$ cat config.mk
export PLATFORM = sky130hd
export DESIGN_NAME = dds_cmd_sequencer_flat
export DESIGN_NICKNAME = d
export VERILOG_FILES = /design/src/rtl/dds_cmd_sequencer_if.sv /design/src/rtl/dds_cmd_sequencer.sv /design/src/flat_wrapper.sv
export SDC_FILE = /design/constraint.sdc
export NUM_CORES = 1
export LEC_CHECK = 0
export CORE_MARGIN = 1
export CORE_UTILIZATION = 55
export CTS_CLUSTER_DIAMETER = 120
export DETAILED_ROUTE_END_ITERATION = 8
export PLACE_DENSITY = 0.84
export SYNTH_ARGS = -nofsm -noshare
export SYNTH_HDL_FRONTEND = slang
export SYNTH_SLANG_ARGS = --single-unit
$ cat constraint.sdc
create_clock -name clk -period 3.3 [get_ports clk]
set_clock_uncertainty 0.15 [all_clocks]
set_input_delay 0.66 -clock clk [delete_from_list [all_inputs] [get_ports clk]]
set_output_delay 0.66 -clock clk [all_outputs]
set_load 0.02 [all_outputs]
$ cat src/rtl/dds_cmd_sequencer_if.sv
// Host-side and SPI-side signal bundle for dds_cmd_sequencer.
// The slave modport is the sequencer; the master modport is its environment.
interface dds_cmd_sequencer_if #(
  parameter int FIFO_AW = 4
);
  logic [15:0]      wr_data;
  logic             wr_en;
  logic             flush;
  logic             err_clear;
  logic             fifo_full;
  logic             fifo_empty;
  logic [FIFO_AW:0] fifo_level;
  logic [15:0]      dds_control;
  logic             dds_control_update;
  logic             spi_ready;
  logic             busy;
  logic [7:0]       dup_dropped;
  logic             err_overflow;
  logic             err_timeout;

  modport master (
    output wr_data, wr_en, flush, err_clear, spi_ready,
    input  fifo_full, fifo_empty, fifo_level, dds_control, dds_control_update,
           busy, dup_dropped, err_overflow, err_timeout
  );

  modport slave (
    input  wr_data, wr_en, flush, err_clear, spi_ready,
    output fifo_full, fifo_empty, fifo_level, dds_control, dds_control_update,
           busy, dup_dropped, err_overflow, err_timeout
  );
endinterface

$ cat src/rtl/dds_cmd_sequencer.sv
// Feeds 16-bit DDS control words to the CW SPI stage one at a time from a FWFT FIFO,
// pacing on spi_ready, inserting a chip-select gap and dropping consecutive repeats.
module dds_cmd_sequencer #(
  parameter int FIFO_AW      = 4,
  parameter int GAP_CYCLES   = 4,
  parameter int BUSY_TIMEOUT = 8
) (
  input  logic              clk,
  input  logic              rst,
  dds_cmd_sequencer_if.slave bus
);
  localparam int                 DEPTH    = 1 << FIFO_AW;
  localparam logic [FIFO_AW:0]   LVL_FULL = {1'b1, {FIFO_AW{1'b0}}};
  localparam logic [FIFO_AW:0]   LVL_ONE  = {{FIFO_AW{1'b0}}, 1'b1};
  localparam logic [FIFO_AW-1:0] PTR_ONE  = {{(FIFO_AW-1){1'b0}}, 1'b1};
  localparam logic [7:0]         TO_LAST  = 8'(BUSY_TIMEOUT - 1);
  localparam logic [7:0]         GAP_LAST = 8'(GAP_CYCLES - 1);

  typedef enum logic [2:0] {IDLE, ISSUE, WAIT_BUSY, WAIT_DONE, GAP} state_t;

  state_t             r_state;
  logic [15:0]        r_mem [DEPTH];
  logic [FIFO_AW-1:0] r_wr_ptr;
  logic [FIFO_AW-1:0] r_rd_ptr;
  logic [FIFO_AW:0]   r_level;
  logic [15:0]        r_last_word;
  logic [15:0]        r_control;
  logic               r_update;
  logic               r_busy;
  logic [7:0]         r_dup;
  logic [7:0]         r_cnt;
  logic               r_err_ovf;
  logic               r_err_to;

  logic               w_full;
  logic               w_empty;
  logic               w_pop;
  logic               w_push;
  logic               w_ovf_evt;
  logic               w_to_evt;
  logic [15:0]        w_head;

  assign w_full  = (r_level == LVL_FULL);
  assign w_empty = (r_level == '0);
  assign w_head  = r_mem[r_rd_ptr];

  // A pop while full frees the slot the same clock, so the push is still accepted.
  assign w_pop     = (r_state == IDLE) && !w_empty && bus.spi_ready && !bus.flush;
  assign w_push    = bus.wr_en && !bus.flush && (!w_full || w_pop);
  assign w_ovf_evt = bus.wr_en && !bus.flush && w_full && !w_pop;
  assign w_to_evt  = (r_state == WAIT_BUSY) && bus.spi_ready && (r_cnt == TO_LAST);

  always_ff @(posedge clk) begin
    if (w_push) r_mem[r_wr_ptr] <= bus.wr_data;
  end

  always_ff @(posedge clk or posedge rst) begin
    if (rst) begin
      r_wr_ptr <= '0;
      r_rd_ptr <= '0;
      r_level  <= '0;
    end else if (bus.flush) begin
      r_wr_ptr <= '0;
      r_rd_ptr <= '0;
      r_level  <= '0;
    end else begin
      if (w_push) r_wr_ptr <= r_wr_ptr + PTR_ONE;
      if (w_pop)  r_rd_ptr <= r_rd_ptr + PTR_ONE;
      case ({w_push, w_pop})
        2'b10:   r_level <= r_level + LVL_ONE;
        2'b01:   r_level <= r_level - LVL_ONE;
        default: r_level <= r_level;
      endcase
    end
  end

  // A new error event outranks err_clear in the same clock.
  always_ff @(posedge clk or posedge rst) begin
    if (rst) begin
      r_err_ovf <= 1'b0;
      r_err_to  <= 1'b0;
    end else begin
      if (w_ovf_evt)          r_err_ovf <= 1'b1;
      else if (bus.err_clear) r_err_ovf <= 1'b0;
      if (w_to_evt)           r_err_to  <= 1'b1;
      else if (bus.err_clear) r_err_to  <= 1'b0;
    end
  end

  // r_cnt counts clocks since the update strobe in WAIT_BUSY and gap clocks in GAP.
  always_ff @(posedge clk or posedge rst) begin
    if (rst) begin
      r_state     <= IDLE;
      r_update    <= 1'b0;
      r_busy      <= 1'b0;
      r_dup       <= '0;
      r_cnt       <= '0;
      r_control   <= '0;
      r_last_word <= '0;
    end else begin
      r_update <= 1'b0;
      case (r_state)
        IDLE: begin
          if (w_pop) begin
            if (w_head == r_last_word) begin
              if (r_dup != 8'hFF) r_dup <= r_dup + 8'd1;
            end else begin
              r_control   <= w_head;
              r_last_word <= w_head;
              r_update    <= 1'b1;
              r_busy      <= 1'b1;
              r_state     <= ISSUE;
            end
          end
        end
        ISSUE: begin
          r_cnt   <= 8'd1;
          r_state <= WAIT_BUSY;
        end
        WAIT_BUSY: begin
          if (!bus.spi_ready) begin
            r_state <= WAIT_DONE;
          end else if (r_cnt == TO_LAST) begin
            r_cnt   <= '0;
            r_state <= GAP;
          end else begin
            r_cnt <= r_cnt + 8'd1;
          end
        end
        WAIT_DONE: begin
          if (bus.spi_ready) begin
            r_cnt   <= '0;
            r_state <= GAP;
          end
        end
        GAP: begin
          if (bus.flush || r_cnt == GAP_LAST) begin
            r_busy  <= 1'b0;
            r_state <= IDLE;
          end else begin
            r_cnt <= r_cnt + 8'd1;
          end
        end
        default: begin
          r_busy  <= 1'b0;
          r_state <= IDLE;
        end
      endcase
    end
  end

  assign bus.fifo_full          = w_full;
  assign bus.fifo_empty         = w_empty;
  assign bus.fifo_level         = r_level;
  assign bus.dds_control        = r_control;
  assign bus.dds_control_update = r_update;
  assign bus.busy               = r_busy;
  assign bus.dup_dropped        = r_dup;
  assign bus.err_overflow       = r_err_ovf;
  assign bus.err_timeout        = r_err_to;
endmodule

$ cat src/flat_wrapper.sv
// flat-port wrapper written by rule: the top's interface ports become plain ports
module dds_cmd_sequencer_flat 
#(
  parameter int FIFO_AW      = 4,
  parameter int GAP_CYCLES   = 4,
  parameter int BUSY_TIMEOUT = 8
)
  (clk, rst, bus_wr_data, bus_wr_en, bus_flush, bus_err_clear, bus_spi_ready, bus_fifo_full, bus_fifo_empty, bus_fifo_level, bus_dds_control, bus_dds_control_update, bus_busy, bus_dup_dropped, bus_err_overflow, bus_err_timeout);
  dds_cmd_sequencer_if #(.FIFO_AW(FIFO_AW)) bus_i ();
  input  logic clk;
  input  logic rst;
  input wire logic [$bits(bus_i.wr_data)-1:0] bus_wr_data;
  input wire logic [$bits(bus_i.wr_en)-1:0] bus_wr_en;
  input wire logic [$bits(bus_i.flush)-1:0] bus_flush;
  input wire logic [$bits(bus_i.err_clear)-1:0] bus_err_clear;
  input wire logic [$bits(bus_i.spi_ready)-1:0] bus_spi_ready;
  output wire logic [$bits(bus_i.fifo_full)-1:0] bus_fifo_full;
  output wire logic [$bits(bus_i.fifo_empty)-1:0] bus_fifo_empty;
  output wire logic [$bits(bus_i.fifo_level)-1:0] bus_fifo_level;
  output wire logic [$bits(bus_i.dds_control)-1:0] bus_dds_control;
  output wire logic [$bits(bus_i.dds_control_update)-1:0] bus_dds_control_update;
  output wire logic [$bits(bus_i.busy)-1:0] bus_busy;
  output wire logic [$bits(bus_i.dup_dropped)-1:0] bus_dup_dropped;
  output wire logic [$bits(bus_i.err_overflow)-1:0] bus_err_overflow;
  output wire logic [$bits(bus_i.err_timeout)-1:0] bus_err_timeout;
  assign bus_i.wr_data = bus_wr_data;
  assign bus_i.wr_en = bus_wr_en;
  assign bus_i.flush = bus_flush;
  assign bus_i.err_clear = bus_err_clear;
  assign bus_i.spi_ready = bus_spi_ready;
  assign bus_fifo_full = bus_i.fifo_full;
  assign bus_fifo_empty = bus_i.fifo_empty;
  assign bus_fifo_level = bus_i.fifo_level;
  assign bus_dds_control = bus_i.dds_control;
  assign bus_dds_control_update = bus_i.dds_control_update;
  assign bus_busy = bus_i.busy;
  assign bus_dup_dropped = bus_i.dup_dropped;
  assign bus_err_overflow = bus_i.err_overflow;
  assign bus_err_timeout = bus_i.err_timeout;
  dds_cmd_sequencer #(.FIFO_AW(FIFO_AW), .GAP_CYCLES(GAP_CYCLES), .BUSY_TIMEOUT(BUSY_TIMEOUT)) u_core (.clk(clk), .rst(rst), .bus(bus_i));
endmodule
==> Word-level counts from Yosys, hierarchy flattened <==
Memory sizes are Yosys's and may differ from the RTL's.
Index checks and enable logic that the tools add are counted.
{ "totals": {"ff_bits": 52, "mem_bits_rw": 256, "in_bits": 22, "out_inout_bits": 35, "memories": 1} }
{ "op_classes": {"add_sub_neg": 6, "n_eq_ne": 18, "n_mux": 30, "bitwise": 2, "n_reduce_logical": 29} }
{ "memory_table": {"columns": ["name", "depth", "word_bits", "read_ports", "rd_clocked_by_memory_dff", "wr", "line_no", "text"], "rows": [
  ["u_core.r_mem", 16, 16, 1, 0, 1, "dds_cmd_sequencer.sv:22", "logic [15:0] r_mem [DEPTH];"]
]} }
{ "op_table": {"columns": ["cell", "count"], "rows": [
  ["2-to-1 mux 8 bit", 4],
  ["case mux 8 bit (4 select lines)", 1],
  ["2-to-1 mux 3 bit", 6],
  ["adder 8 x 1 -> 8 bit (second input constant)", 2],
  ["== test 16 bit", 1],
  ["2-to-1 mux 4 bit", 4],
  ["case mux 3 bit (5 select lines)", 1],
  ["AND reduction 4 bit", 3],
  ["2-to-1 mux 1 bit", 11],
  ["case mux 5 bit (2 select lines)", 1],
  ["logical AND 1 bit", 9],
  ["adder 4 x 1 -> 4 bit (second input constant)", 2],
  ["== test 8 x 2 -> 1 bit (second input constant)", 1],
  ["== test 8 x 3 -> 1 bit (second input constant)", 1],
  ["inequality test 2 bit (second input constant)", 4],
  ["inequality test 8 bit (second input constant)", 1],
  ["nonzero test 2 bit", 4],
  ["== test 3 x 2 -> 1 bit (second input constant)", 2],
  ["adder 5 x 1 -> 5 bit (second input constant)", 1],
  ["== test 5 bit (second input constant)", 1],
  ["zero test 5 bit", 1],
  ["2-to-1 mux 5 bit", 1],
  ["AND reduction 5 bit", 1],
  ["subtractor 5 x 1 -> 5 bit (second input constant)", 1],
  ["15 further kinds", 21]
]} }

==> Logic depth before layout (Yosys ltp) <==
{ "logic_depth": {"ltp_word": 10, "ltp_mapped": 14, "depth_no_buf": 13} }

==> Worst setup path before layout <==
OpenSTA, ideal clock, no wires.
{ "synth_path": {"path_type": "flip-flop to flip-flop", "from": "reg u_core.r_level[0] (netlist: u_core.bus.fifo_level[0])", "to": "mem u_core.r_mem[4][0], enable pin", "setup_time_ns": 0.409, "t_arrival_ns": 2.958, "required_time_ns": 2.741, "path_slack_ns": -0.217, "path_stages_with_launch": 9, "path_buffers": 1, "period_less_slack_ns": 3.517, "cell_sequence": "dfrtp_1 -> nor4_1 -> nor2b_1 -> nor4bb_1 -> clkbuf_8 -> o21ai_1 -> nor2_1 -> nand2_1 -> nor3_1"} }
{ "synth_via": {"elab_chain_len": 9, "elab_cells_between_ends": 11, "cone_classes": "eq/ne: 1; mux: 2; reduce/logical: 8"} }
{ "synth_lines": {"columns": ["item", "line_no", "text"], "rows": [
  ["from (decl)", "dds_cmd_sequencer.sv:25", "logic [FIFO_AW:0] r_level;"],
  ["from (signal assigned)", "dds_cmd_sequencer.sv:70", "2'b10: r_level <= r_level + LVL_ONE;"],
  ["from (signal assigned)", "dds_cmd_sequencer.sv:71", "2'b01: r_level <= r_level - LVL_ONE;"],
  ["from (signal assigned)", "dds_cmd_sequencer.sv:72", "default: r_level <= r_level;"],
  ["zero test 5 bit", "dds_cmd_sequencer.sv:44", "assign w_empty = (r_level == '0);"],
  ["net bus_fifo_empty", "flat_wrapper.sv:18", "output wire logic [$bits(bus_i.fifo_empty)-1:0] bus_fifo_empty;"],
  ["zero test 1 bit", "dds_cmd_sequencer.sv:48", "assign w_pop = (r_state == IDLE) && !w_empty && bus.spi_ready && !bus.flush;"],
  ["logical AND 1 bit (3 in series)", "dds_cmd_sequencer.sv:48", null],
  ["logical OR 1 bit", "dds_cmd_sequencer.sv:49", "assign w_push = bus.wr_en && !bus.flush && (!w_full || w_pop);"],
  ["logical AND 1 bit", "dds_cmd_sequencer.sv:49", null],
  ["2-to-1 mux 1 bit", "dds_cmd_sequencer.sv:54", "if (w_push) r_mem[r_wr_ptr] <= bus.wr_data;"],
  ["2-to-1 mux 1 bit (not written as such)", "dds_cmd_sequencer.sv:54", null],
  ["to (decl)", "dds_cmd_sequencer.sv:22", null]
]} }
The timed path passes the listed nets, and every way through them passes these cells.

==> Final worst setup path <==
{ "layout_path": {"from": "reg u_core.r_rd_ptr[1]", "to": "reg u_core.r_last_word[9]"} }
{ "layout_via": {"elab_chain_len": 4} }
{ "layout_lines": {"columns": ["item", "line_no", "text"], "rows": [
  ["from (decl)", "dds_cmd_sequencer.sv:24", "logic [FIFO_AW-1:0] r_rd_ptr;"],
  ["from (signal assigned)", "dds_cmd_sequencer.sv:68", "if (w_pop) r_rd_ptr <= r_rd_ptr + PTR_ONE;"],
  ["memory read (16 x 16 bit) (*)", null, null],
  ["== test 16 bit", "dds_cmd_sequencer.sv:105", "if (w_head == r_last_word) begin"],
  ["NOT 1 bit (no source line)", null, null],
  ["AND reduction 3 bit (no source line)", null, null],
  ["to (signal assigned)", "dds_cmd_sequencer.sv:109", "r_last_word <= w_head;"],
  ["to (decl)", "dds_cmd_sequencer.sv:26", "logic [15:0] r_last_word;"]
]} }
Every way passes the cells marked *; elsewhere a longest branch is shown, timed or not.
A chain may end at the register's enable or synchronous reset.

==> results.txt <==
The average detailed-routed wire length per instance came out at around 24 um. The global router's overall resource usage came out at about a quarter. The leakage component of the power came out at 5.676 nW. The portion of the post-synthesis area used by sequential elements is between 60% and 70%.

The post-synthesis cell type count came out at 66. In the finished design, the share of the clock period the worst path needs comes to 101.7%. The root buffer cell is sky130_fd_sc_hd__clkbuf_16. The share of total power in sequential cells came out at 44.6%. Measured along the y axis, the die boundary spans approximately 160 um. The aggregate negative setup slack is -608.7 ps. The combinational group share of total power came out at a little under a quarter. In this run the worst hold path is classified as flop to flop. The count of flip-flops with a built-in enable after synthesis came out at approximately 260. The first global-routing pass estimated around 45000 um of wire.

The flow ran to the end, but the final reports show violations. Setup violations remaining at the end of the flow were counted as 17. Walking the worst path, the cells encountered are buf_12 -> mux4_2 -> mux2i_2 -> buf_4 -> xnor2_1 -> nor2_1 -> a21oi_2 -> or4_4 -> o21ba_4 -> clkbuf_16 -> mux2_2. The count of final hold-check violations is 0. The worst voltage drop across the vdd grid is roughly 0.46 mV. The maximum net fanout on the critical path is 7.

Global routing used just over 40% of the available met2 tracks. CTS built an H-tree with a depth of 1. The total number of placement rows came out at between 50 and 60. During I/O placement, the number of pins put on the boundary was 57. The global routing stage identified its most utilized layer as met2.

The switching part of the total came out at 28.12%. The number of hold-repair buffers added at the cts stage came out at 0. The design internal power is about 0.0076 W. TritonCTS built the clock tree. The largest single stage delay on the critical path is ~540 ps. The number of CTS-inserted buffers is 30. The most area-hungry cell type in the Yosys netlist is sky130_fd_sc_hd__edfxtp_1. Setup repair after global routing could not meet its margin everywhere. The routability-driven placement congestion ratio came out at about 0.85. The number of violations of the max-capacitance limit is 0.

By area the synthesized netlist is led by sky130_fd_sc_hd__edfxtp_1, sky130_fd_sc_hd__dfrtp_1, sky130_fd_sc_hd__mux4_2. The buffer and inverter count on the worst path is 3. The count of routing violations after the opening detailed-route iteration is about 800. The total nets after synthesis is about 790. The worst register-to-register path has a depth of 11. The required time of the critical path is between 3000 and 4000 ps. The critical path data arrival time came out at approximately 3600 ps. The residual overflow from global routing is 0.

The via count of the first global-routing pass is between 7k and 8k. The top achievable clock speed is 0.2980 GHz. The first detailed-routing pass took 5 iterations.

The chip width is about 160 um. The clock latency on the worst-skew pair is approximately 550 ps. The critical path in this run is classified as flop to flop. The count of buffers from port buffering came out at 56.

The final period demand of the worst path came out at approximately 3400 ps. The combined area of all synthesized cells came out at 0.01302 sq mm. The slew of the pin with the lowest slew margin came out at 714.7 ps.

The global-route met1 utilization came out at 34.86%. The number of nets in the layout is 949. The detail-routed via count per cell is 6.053.

The hold-critical path depth is 1. The primary flip-flop cell chosen by synthesis mapping is sky130_fd_sc_hd__edfxtp_1. The total wirelength of the detailed-routed design is just over 30000 um. The number of sinks driven by the clock tree is 308.

Across all hold checks on the routed design, the worst slack comes to about 330 ps. The number of antenna violations at the first check in global routing is 0. The capturing element type of the critical path is a flop. After technology mapping, the gate count stands at approximately 750. Of the post-synthesis cell area, the dominant cell type holds roughly three fifths. The layout overhead on the synthesized area came out at 22.62%. After synthesis the netlist holds a flip-flop and latch count of 308. The share of flip-flops with an asynchronous set or reset is about 17%. The placeable core region came out at approximately 0.023 sq mm. For this run, global-route usage on met3 was measured as under 10%. The switching power summed over all nets is around 0.0030 W.

Once the floorplan was initialized, standard cells occupied a little under three fifths of the core. The number of routed nets with antenna violations is 0. The headroom to the max-slew limit came out at 52.28%.

Entering global routing, the biggest net connects 39 pins. The antenna diode instance count came out at 0. The number of remaining DRC errors came out at 0. The minimum setup slack in the final design came out at -56.26 ps. The final reports fail on negative setup slack. The power density over the cells is approximately 660 mW/mm^2. The total of warnings raised by yosys came out at 0.

The routed layout has approximately 7.6k vias. Of the cells placed in the final design, the portion with a size suffix greater than 1 is ~28%. STA classifies the critical path startpoint as a flop. The standard cell with the maximum stage delay on the critical path is sky130_fd_sc_hd__dfrtp_4. The HPWL after detailed placement is about 19000 um. The clock passes through at most 3 buffers. The critical path crosses 11 cells after its start point. The count of pins over their slew limit is 0. The design draws between 0.01 and 0.015 W.

The die covers between 0.02 and 0.025 sq mm. The clock transition at the registers of the reported paths is 70 ps. The synthesized area per cell is ~17 sq um. Cells fill between 60% and 70% of the core in the end. The family of cells with the greatest summed delay on the critical path is multiplexers. The share of total power in the clock network came out at 31.5%.
-- registers in the layout (all words and copies together) (netlist names) --
name                           cells
u_core.r_last_word                16
u_core.r_state                     3
u_core.bus.busy                    1
u_core.bus.err_overflow            1
u_core.r_wr_ptr                    4
u_core.bus.err_timeout             1
u_core.bus.fifo_level              5
u_core.bus.dds_control_update      1
u_core.bus.dup_dropped             8
u_core.r_mem                     256
u_core.r_cnt                       8
u_core.r_rd_ptr                    4
-- Yosys cell counts (all sizes together) (2+ instances only) --
library cell / instances
edfxtp: 256
mux2i: 58
dfrtp: 52
mux4: 47
nand2: 31
nor2: 28
o21ai: 28
buf: 24
mux2: 24
inv: 21
xor2: 19
nor3: 17
xnor2: 15
a21oi: 11
a22oi: 11
nand3: 11
ha: 10
nor2b: 10
and3: 8
clkbuf: 8
nand2b: 6
o31ai: 6
a21o: 5
and2: 5
nand4: 4
or3: 4
a2111oi: 2
a22o: 2
a31oi: 2
nor4: 2
o211ai: 2
o21bai: 2
o22a: 2
or4: 2
-- stage by stage --
step / area (sq um) / setup WS, ps / cells
floorplan: 13030 / -216.8 / 753
global placement: 14700 / -175.7 / 1188
detailed placement: 14700 / -235.8 / 1188
CTS: 15790 / -32.57 / 1249
global route: 15970 / -112.2 / 1253
finish: 15970 / -56.26 / 1253
-- power by group through the flow --
stage	Combinational, W	Sequential [W]	Clock (W)
floorplan	0.00131	0.00483	0
global placement	0.00225	0.00474	0
detailed placement	0.00232	0.00475	0
CTS	0.00242	0.00469	0.00336
global route	0.00269	0.00472	0.00351
finish	0.00252	0.00470	0.00332
-- cell families (layout without fill, tap and decap cells) --
group,Yosys count,after routing,share of synthesized area (%)
AO/OA/AOI/OAI,84,84,4.477
adder cells (fa/ha/maj),11,11,1.114
multiplexers,129,129,15.25
AND/OR/NAND/NOR,134,134,5.207
XOR/XNOR,34,34,2.287
buffers and inverters,53,240,2.652
flip-flops,308,308,69.02
-- cell type report --
type                            instances  area [sq um]
Fill cell                            1413          6945
Clock inverter                          8         80.08
Sequential cell                       308          8995
Clock buffer                           48         890.9
Multi-Input combinational cell        392          3895
Tap cell                              313         391.6
Inverter                               21         78.83
Timing Repair Buffer                  163          1639
-- worst paths after layout --
kind	end	start	slack, ps
max in group asynchronous	u_core.bus.dup_dropped[7]	rst	1940
worst max-delay path	u_core.r_last_word[9]	u_core.r_rd_ptr[1]	-60
worst min register to register	u_core.r_cnt[7]	u_core.r_cnt[7]	330
min in group asynchronous	u_core.r_last_word[14]	rst	410
worst max register to register	u_core.r_last_word[9]	u_core.r_rd_ptr[1]	-60
worst min-delay path	u_core.r_cnt[7]	u_core.r_cnt[7]	330
-- cells in the final DEF (no fill, tap or decap), types with 8 or more instances in the layout --
cell and n:
sky130_fd_sc_hd__edfxtp_1 256, sky130_fd_sc_hd__clkdlybuf4s50_1 56, sky130_fd_sc_hd__clkbuf_1 10, sky130_fd_sc_hd__xor2_1 18
sky130_fd_sc_hd__ha_1 10, sky130_fd_sc_hd__clkbuf_16 32, sky130_fd_sc_hd__nor3_4 9, sky130_fd_sc_hd__and3_1 8
sky130_fd_sc_hd__a21oi_1 10, sky130_fd_sc_hd__buf_4 78, sky130_fd_sc_hd__nand2_1 31, sky130_fd_sc_hd__xnor2_1 14
sky130_fd_sc_hd__mux2i_1 52, sky130_fd_sc_hd__buf_12 17, sky130_fd_sc_hd__nor2_1 23, sky130_fd_sc_hd__o21ai_0 26
sky130_fd_sc_hd__nor2b_1 10, sky130_fd_sc_hd__mux4_2 42, sky130_fd_sc_hd__a22oi_1 11, sky130_fd_sc_hd__mux2_2 18
sky130_fd_sc_hd__nand3_1 11, sky130_fd_sc_hd__buf_6 10, sky130_fd_sc_hd__inv_1 20, sky130_fd_sc_hd__dfrtp_1 49
-- repair_timing --
item,4_1_cts,5_1_grt
pin swaps,7,12
resized for setup,28,30
setup endpoints to repair,23,42
buffers inserted,4,5
gates cloned,1,0
-- metal layers --
layer	share of wire (%)	wire (um)
met1	41	12330
met2	49	14680
met3	7.6	2305
met4	3.1	930
met5	0	0
(Power assumes the default switching activity.)
